File: config.mk
export PLATFORM = sky130hd
export DESIGN_NAME = risc_lsu
export DESIGN_NICKNAME = d
export VERILOG_FILES = /design/src/rtl/risc_lsu.sv
export SDC_FILE = /design/constraint.sdc
export NUM_CORES = 1
export LEC_CHECK = 0
export ABC_AREA = 0
export BUFFER_PORTS_ARGS = -buffer_cell sky130_fd_sc_hd__buf_2
export CAP_MARGIN = 20
export CORE_MARGIN = 3
export CORE_UTILIZATION = 35
export DETAILED_ROUTE_END_ITERATION = 10
export PLACE_DENSITY_LB_ADDON = 0.3
export SYNTH_ARGS = -nofsm -noshare
export SYNTH_HDL_FRONTEND = slang
export SYNTH_SLANG_ARGS = --single-unit
File: constraint.sdc
create_clock -name clk -period 2.2 [get_ports clk]
set_input_delay 0.11 -clock clk [delete_from_list [all_inputs] [get_ports clk]]
set_output_delay 0.11 -clock clk [all_outputs]
set_load 0.02 [all_outputs]
File: src/rtl/risc_lsu.sv
`default_nettype none
// ============================================================================
//  Module   : risc_lsu
//  Purpose  : RV32I memory-stage load/store unit. Accepts one access per
//             handshake, runs a single-outstanding req/gnt/rvalid transfer on
//             the data-memory port, and returns extended load data or a store
//             completion. Flags misaligned/illegal accesses and timeouts.
//  Ports    : clk, rst                      - clock, sync active-high reset
//             in_*  (valid/ready)           - access from execute
//             mem_* (req/gnt/rvalid)        - data-memory port
//             out_* (valid/ready)           - result to writeback
//  Revision : 1.0 - initial release
// ============================================================================
module risc_lsu #(
   parameter int TIMEOUT_CYCLES = 16
) (
   input  logic        clk,
   input  logic        rst,
   input  logic        in_valid,
   output logic        in_ready,
   input  logic        in_is_store,
   input  logic [31:0] in_addr,
   input  logic [31:0] in_wdata,
   input  logic [1:0]  in_size,
   input  logic        in_unsigned,
   output logic        mem_req,
   output logic        mem_we,
   output logic [31:0] mem_addr,
   output logic [3:0]  mem_be,
   output logic [31:0] mem_wdata,
   input  logic        mem_gnt,
   input  logic        mem_rvalid,
   input  logic [31:0] mem_rdata,
   output logic        out_valid,
   input  logic        out_ready,
   output logic [31:0] out_rdata,
   output logic        out_err,
   output logic        out_err_timeout
);

   localparam int CNT_W = (TIMEOUT_CYCLES > 2) ? $clog2(TIMEOUT_CYCLES) : 1;
   localparam logic [CNT_W-1:0] CNT_LAST = CNT_W'(TIMEOUT_CYCLES - 1);

   typedef enum logic [1:0] {
      S_IDLE = 2'd0,
      S_REQ  = 2'd1,
      S_WAIT = 2'd2,
      S_RESP = 2'd3
   } state_t;

   state_t           state_q, state_d;
   logic [CNT_W-1:0] cnt_q, cnt_d;
   logic             is_store_q, is_store_d;
   logic [31:0]      addr_q, addr_d;
   logic [1:0]       size_q, size_d;
   logic             uns_q, uns_d;
   logic [3:0]       be_q, be_d;
   logic [31:0]      wdata_q, wdata_d;
   logic [31:0]      rdata_q, rdata_d;
   logic             err_q, err_d;
   logic             err_to_q, err_to_d;

   // Decode of the incoming access, used only at accept time.
   logic        misal;
   logic [3:0]  be_in;
   logic [31:0] wdata_in;

   always_comb begin
      misal    = 1'b0;
      be_in    = 4'b1111;
      wdata_in = in_wdata;
      case (in_size)
         2'b00: begin
            be_in    = 4'b0001 << in_addr[1:0];
            wdata_in = {4{in_wdata[7:0]}};
         end
         2'b01: begin
            misal    = in_addr[0];
            be_in    = in_addr[1] ? 4'b1100 : 4'b0011;
            wdata_in = {2{in_wdata[15:0]}};
         end
         2'b11: misal = (in_addr[1:0] != 2'b00);
         default: misal = 1'b1;
      endcase
   end

   // Load lane extraction: shift the addressed byte/half down to bit 0,
   // then extend according to size and signedness.
   logic [31:0] lane;
   logic [31:0] ld_ext;

   always_comb begin
      lane   = mem_rdata >> {addr_q[1:0], 3'b000};
      ld_ext = mem_rdata;
      case (size_q)
         2'b00: ld_ext = {{24{~uns_q & lane[7]}},  lane[7:0]};
         2'b01: ld_ext = {{16{~uns_q & lane[15]}}, lane[15:0]};
         default: ld_ext = mem_rdata;
      endcase
   end

   always_comb begin
      state_d    = state_q;
      cnt_d      = cnt_q;
      is_store_d = is_store_q;
      addr_d     = addr_q;
      size_d     = size_q;
      uns_d      = uns_q;
      be_d       = be_q;
      wdata_d    = wdata_q;
      rdata_d    = rdata_q;
      err_d      = err_q;
      err_to_d   = err_to_q;
      case (state_q)
         S_IDLE: begin
            if (in_valid) begin
               is_store_d = in_is_store;
               addr_d     = in_addr;
               size_d     = in_size;
               uns_d      = in_unsigned;
               be_d       = be_in;
               wdata_d    = wdata_in;
               rdata_d    = 32'd0;
               err_d      = misal;
               err_to_d   = 1'b0;
               cnt_d      = '0;
               state_d    = misal ? S_RESP : S_REQ;
            end
         end
         S_REQ: begin
            if (mem_gnt) begin
               cnt_d   = '0;
               state_d = is_store_q ? S_RESP : S_WAIT;
            end else if (cnt_q == CNT_LAST) begin
               cnt_d    = '0;
               err_d    = 1'b1;
               err_to_d = 1'b1;
               state_d  = S_RESP;
            end else begin
               cnt_d = cnt_q + CNT_W'(1);
            end
         end
         S_WAIT: begin
            if (mem_rvalid) begin
               cnt_d   = '0;
               rdata_d = ld_ext;
               state_d = S_RESP;
            end else if (cnt_q == CNT_LAST) begin
               cnt_d    = '0;
               err_d    = 1'b1;
               err_to_d = 1'b1;
               state_d  = S_RESP;
            end else begin
               cnt_d = cnt_q + CNT_W'(1);
            end
         end
         S_RESP: begin
            if (out_ready) begin
               state_d = S_IDLE;
            end
         end
         default: state_d = S_IDLE;
      endcase
   end

   always_ff @(posedge clk) begin
      if (rst) begin
         state_q    <= S_IDLE;
         cnt_q      <= '0;
         is_store_q <= 1'b0;
         addr_q     <= 32'd0;
         size_q     <= 2'b00;
         uns_q      <= 1'b0;
         be_q       <= 4'd0;
         wdata_q    <= 32'd0;
         rdata_q    <= 32'd0;
         err_q      <= 1'b0;
         err_to_q   <= 1'b0;
      end else begin
         state_q    <= state_d;
         cnt_q      <= cnt_d;
         is_store_q <= is_store_d;
         addr_q     <= addr_d;
         size_q     <= size_d;
         uns_q      <= uns_d;
         be_q       <= be_d;
         wdata_q    <= wdata_d;
         rdata_q    <= rdata_d;
         err_q      <= err_d;
         err_to_q   <= err_to_d;
      end
   end

   // Memory payload is driven only while requesting so the port is quiet
   // (all zero) in every other state.
   assign in_ready        = (state_q == S_IDLE);
   assign mem_req         = (state_q == S_REQ);
   assign mem_we          = mem_req & is_store_q;
   assign mem_addr        = mem_req ? {addr_q[31:2], 2'b00} : 32'd0;
   assign mem_be          = mem_req ? be_q : 4'd0;
   assign mem_wdata       = mem_req ? wdata_q : 32'd0;
   assign out_valid       = (state_q == S_RESP);
   assign out_rdata       = out_valid ? rdata_q : 32'd0;
   assign out_err         = out_valid & err_q;
   assign out_err_timeout = out_valid & err_to_q;

endmodule
`default_nettype wire

# Word-level counts from Yosys, hierarchy flattened
# Index checks and enable logic that the tools add are counted.
[op_classes] addsub=1 n_mul=0 div_mod_pow=0 n_lt_le_gt_ge=0 eq_ne=12 n_shift=2 muxes=35 bitwise=6 n_reduce_logical=11
[ops] cell="$pmux 32 s2" n=3
[ops] cell="$mux 32" n=5
[ops] cell="$shr 32x5->16" n=1
[ops] cell="$mux 4" n=6
[ops] cell="$mux 2" n=6
[ops] cell="$pmux 4 s3" n=1
[ops] cell="$mux 1" n=9
[ops] cell="$pmux 1 s3" n=3
[ops] cell="$ne 2x2->1 const B" n=4
[ops] cell="$pmux 2 s4" n=1
[ops] cell="$pmux 4 s2" n=1
[ops] cell="$eq 2x1->1 const B" n=3
[ops] cell="$eq 2x2->1 const B" n=3
[ops] cell="$logic_not 2->1" n=3
[ops] cell="$reduce_and 2->1" n=3
[ops] cell="$and 1x1->1" n=5
[ops] cell="$add 4x1->4 const B" n=1
[ops] cell="$eq 4x4->1 const B" n=1
[ops] cell="$reduce_and 4->1" n=1
[ops] cell="$reduce_bool 2->1" n=2
[ops] cell="$shl 1x2->4 const A" n=1
[ops] cell="$reduce_and 3->1" n=1
[ops] cell="$reduce_bool 3->1" n=1
[ops] cell="$ne 2x1->1 const B" n=1
[ops] cell="$not 1->1" n=1
[word_totals] register_bits=112 latch_bits=0 ramBits=0 rom_bits=0 input_bits=106 out_inout_bits=106 wordCells=78 n_memories=0

# Logic depth before layout (Yosys ltp)
[depth] ltp_word=5 depth_mapped=8 mapped_depth_nobuf=6

# Worst setup path after synthesis
# OpenSTA, ideal clock, no wires.
[synth_timing] path_kind="register to register" from="register state_q[1]" to="register rdata_q[30]" setup_ps=122 arrival_time_ps=1942 required_time_ps=2078 slack_ps=136 path_stages_with_launch=8 n_path_buf=2 period_less_slack_ps=2064 cell_sequence="dfxtp_1 > inv_1 > ha_1 > nor2b_1 > buf_2 > o31a_1 > clkbuf_1 > a221o_1"
[synth_between] elab_chain_cells=3 word_cells_on_any_way=7 classes_between="eq/ne: 3; mux: 1; reduce/logical: 3"
[synth_lines] item="from (decl)" line_no="51" source="state_t state_q, state_d;"
[synth_lines] item="from (signal assigned)" line_no="180" source="state_q <= state_d;"
[synth_lines] item="$logic_not 2->1 (*)"
[synth_lines] item="net in_ready" line_no="20" source="output logic in_ready,"
[synth_lines] item="$ne 2x2->1 (no line) / $reduce_bool 2->1 (equally long branches)"
[synth_lines] item="$reduce_and 3->1 (no line)"
[synth_lines] item="to (signal assigned)" line_no="188" source="rdata_q <= rdata_d;"
[synth_lines] item="to (decl)" line_no="59" source="logic [31:0] rdata_q, rdata_d;"
# Mark *: on every way through the listed nets, which the timed path passes. The rest lies on a longest branch.
# A chain may end at the register's enable or synchronous reset.

# Worst setup path in the final report
[layout_timing] from="register state_q[1]" to="register rdata_q[31]"
[layout_between] elab_chain_cells=3 word_cells_on_any_way=7 classes_between="eq/ne: 3; mux: 1; reduce/logical: 3"
[layout_lines] item="$eq 2x2->1 / $logic_not 2->1 (equally long branches)" line_no="114" source="case (state_q)"
[layout_lines] item="$ne 2x2->1 (no line) / $reduce_bool 2->1 (equally long branches)"
[layout_lines] item="$reduce_and 3->1 (no line)"
# Parallel ways exist; a longest one is shown, timed or not.

==> flow_summary_export.csv <==
group,metric,value,unit
die,std_cell_rows,45,
logic_synthesis,yosys.area_share.simple,28.6,%
logic_synthesis,synth_top_cells_by_area,"dfxtp_1, and2_1, nand2_1",
worst_setup_path,start_kind,"flop",
place,dp_hpwl,12000,um
layout,fin_nets,1042,
die,initial_utilization,36.2,%
worst_setup_path,cp_max_fo,25,
logic_synthesis,yosys.area.top_type,"dfxtp_1",
grt,overflow,0,
sta,slew_headroom,49.2,%
sta,hold_violations,0,
grt,gr-max-usage-layer,"met2",
worst_setup_path,slowest_stage,"dfxtp_1",
layout,design_area,7590,sq um
grt,grt_pass1_vias,5417,
layout,syn_to_final_growth,36.0,%
hold_path,min_path_type,"in -> reg",
logic_synthesis,synth_most_common_cell,"nand2_1",
die,fp.dieW,132,um
clocking,cts_tree,"done",
sta,holdWs,0.0156,ns
layout,stdcell_count,1145,
logic_synthesis,ys_types,44,
place,dp_cells,1085,
clocking,clock_path_buffers,2,
worst_setup_path,critical_path_arrival,2.31,ns
die,core_area,15400,sq um
worst_setup_path,ff2ff_path_depth,7,
layout,drive_above_1_share,26.9,%
power,powerDensity,898,nW/um^2
worst_setup_path,worstPathCellList,"inv_1, ha_1, nor2b_2, buf_4, o31a_1, buf_12, a221o_1",
power,finalPower,6.82,mW
clocking,root_buffer,"clkbuf_16",
routing,drt-total-wl,17500,um
worst_setup_path,crit_type,"reg -> reg",
logic_synthesis,yosysSeqAreaShare,40.2,%
routing,drc,0,
logic_synthesis,synthMuxAreaShare,4.93,%
logic_synthesis,synth_fa_ha_area_share,1.57,%
sta,worstMarginPinSlew,0.761,ns
routing,postRouteAntennaNets,0,
routing,drtIter0Drc,358,
place,preCtsSetupSlack,-0.174,ns
logic_synthesis,syn_area_per_cell,7.92,sq um
sta,fin_crit_sh,93.8,%
logic_synthesis,syn_area,5580,sq um
grt,met3_usage,6.76,%
layout,diodes,0,
clocking,numClockSinks,112,
worst_setup_path,slowest_delay,0.44,ns
grt,global_route.usage.met2,32.4,%
grt,grt_util_all_layers,19.6,%
clocking,worstSkewPairLatency,0.36,ns
logic_synthesis,ys_ff_latch,112,
run_status,status,"finished clean",
place,gp_congestion,0.883,
run,maxCapViolations,0,
sta,skew,0.00741,ns
logic_synthesis,synth-xor-area-share,0,%
sta,min_period,2.06,ns
power,p_leak,3.42,nW
logic_synthesis,synth_cells,705,
clocking,path_clk_slew,0.08,ns
sta,fmaxAchievable,485,MHz
layout,post-route-util,49.2,%
worst_setup_path,required,2.45,ns
grt,grt_first_pass_wirelength,28200,um
logic_synthesis,synth_top_family_by_area,"simple AND/OR/NAND/NOR gates",
routing,viasPerCell,4.91,
grt,use_met1,24.7,%
layout,fillers,1547,
routing,dr.pass1.iters,4,
logic_synthesis,ys_top_cells_by_count,"nand2_1, dfxtp_1, and2_1",
routing,vias,5617,
logic_synthesis,synth_edf_count,0,
grt,grt_antenna_before_repair,1,
sta,final-max-slew-violation-count,0,
sta,setup-violations-final,0,
logic_synthesis,yosysWarnings,0,
sta,fin_ws,0.137,ns
die,pin_count,212,
logic_synthesis,synth-compound-area-share,20.4,%
grt,grt_max_degree,89,
worst_setup_path,critPathCaptureType,"flop",
die,die_h,132,um
logic_synthesis,ys.flop_type,"dfxtp_1",
logic_synthesis,synth_top_cell_area_share,40.2,%
place,placed_cell_area,6810,sq um
clocking,cts_buffers,9,
logic_synthesis,synthArstFlopShare,0,%
routing,wl_per_cell,15.3,um
power,peakVddDrop,0.482,mV
die,fp.dieArea,17500,sq um
place,port_buffers,209,
hold_path,whs_path_depth,2,
sta,finalSetupTns,0,ns
clocking,htreeDepth,3,
-- placed cells by master (no fill, tap or decap), drive strengths merged, types with 10 or more instances in the layout --
cell type / netlist / layout
a211oi: 10 / 10
buf: 14 / 222
and2: 110 / 110
dlygate4sd3: 0 / 43
nor2: 31 / 31
a311oi: 10 / 10
mux2i: 23 / 23
clkbuf: 39 / 10
nand2b: 15 / 15
a221o: 16 / 16
nand2: 143 / 143
a21oi: 68 / 68
dfxtp: 112 / 112
o21ai: 46 / 46
-- repair_timing --
action | in CTS | in global routing
setup endpoints to repair | 24 | 64
hold buffers | 43 | 0
setup buffers | 1 | 0
gates resized for setup | 2 | 6
endpoints found under the hold margin | 43 | 0
-- area by class of cell --
class                      count  area (sq um)  share of cell area (%)
clock buffer                  10           229                    3.02
clock inverter                 6          53.8                   0.709
inverter                       5          18.8                   0.247
multi-input combinational    536          3160                    41.6
sequential                   112          2240                    29.5
tap                          211           264                    3.48
timing repair buffer         265          1630                    21.4
-- power by group --
group          switching (mW)  internal [mW]  leakage [nW]
combinational            1.68          0.983          2.37
sequential              0.184           2.38         0.915
clock                   0.802          0.788         0.135
total                    2.67           4.15          3.42
-- state kept, by name, summed over array words and instances, names as in the netlist --
name        cells
state_q         2
cnt_q           4
uns_q           1
be_q            4
addr_q         32
err_q           1
err_to_q        1
rdata_q        32
is_store_q      1
wdata_q        32
size_q          2
-- logic make-up (layout without fill, tap and decap cells) --
group,count (synthesis),after routing
flip-flops,112,112
AO/OA/AOI/OAI,179,179
other,1,2
AND/OR/NAND/NOR,322,322
buffers and inverters,58,286
adder cells (fa/ha/maj),7,7
multiplexers,26,26
-- final timing paths --
path | start | endpoint | slack [ns]
max | state_q[1] | rdata_q[31] | 0.14
min reg2reg | addr_q[15] | addr_q[15] | 0.45
max reg2reg | state_q[1] | rdata_q[31] | 0.14
min | mem_rdata[21] | rdata_q[21] | 0.02
-- layer usage --
layer	part of all wire, %	vias to the layer above
met3	7.7	25
li1	-	2857
met1	43	2557
met4	1.6	2
met2	48	176
met5	0.040	-
-- worst max-delay path: cells and delay by family, from the launching register on --
kind / cells / cell delay [ns]
adder cells (fa/ha/maj): 1 / 0.21
flip-flops: 1 / 0.44
AND/OR/NAND/NOR: 1 / 0.23
buffers and inverters: 3 / 0.46
AO/OA/AOI/OAI: 2 / 0.61
Note: power is estimated with default switching activity, not from simulation.
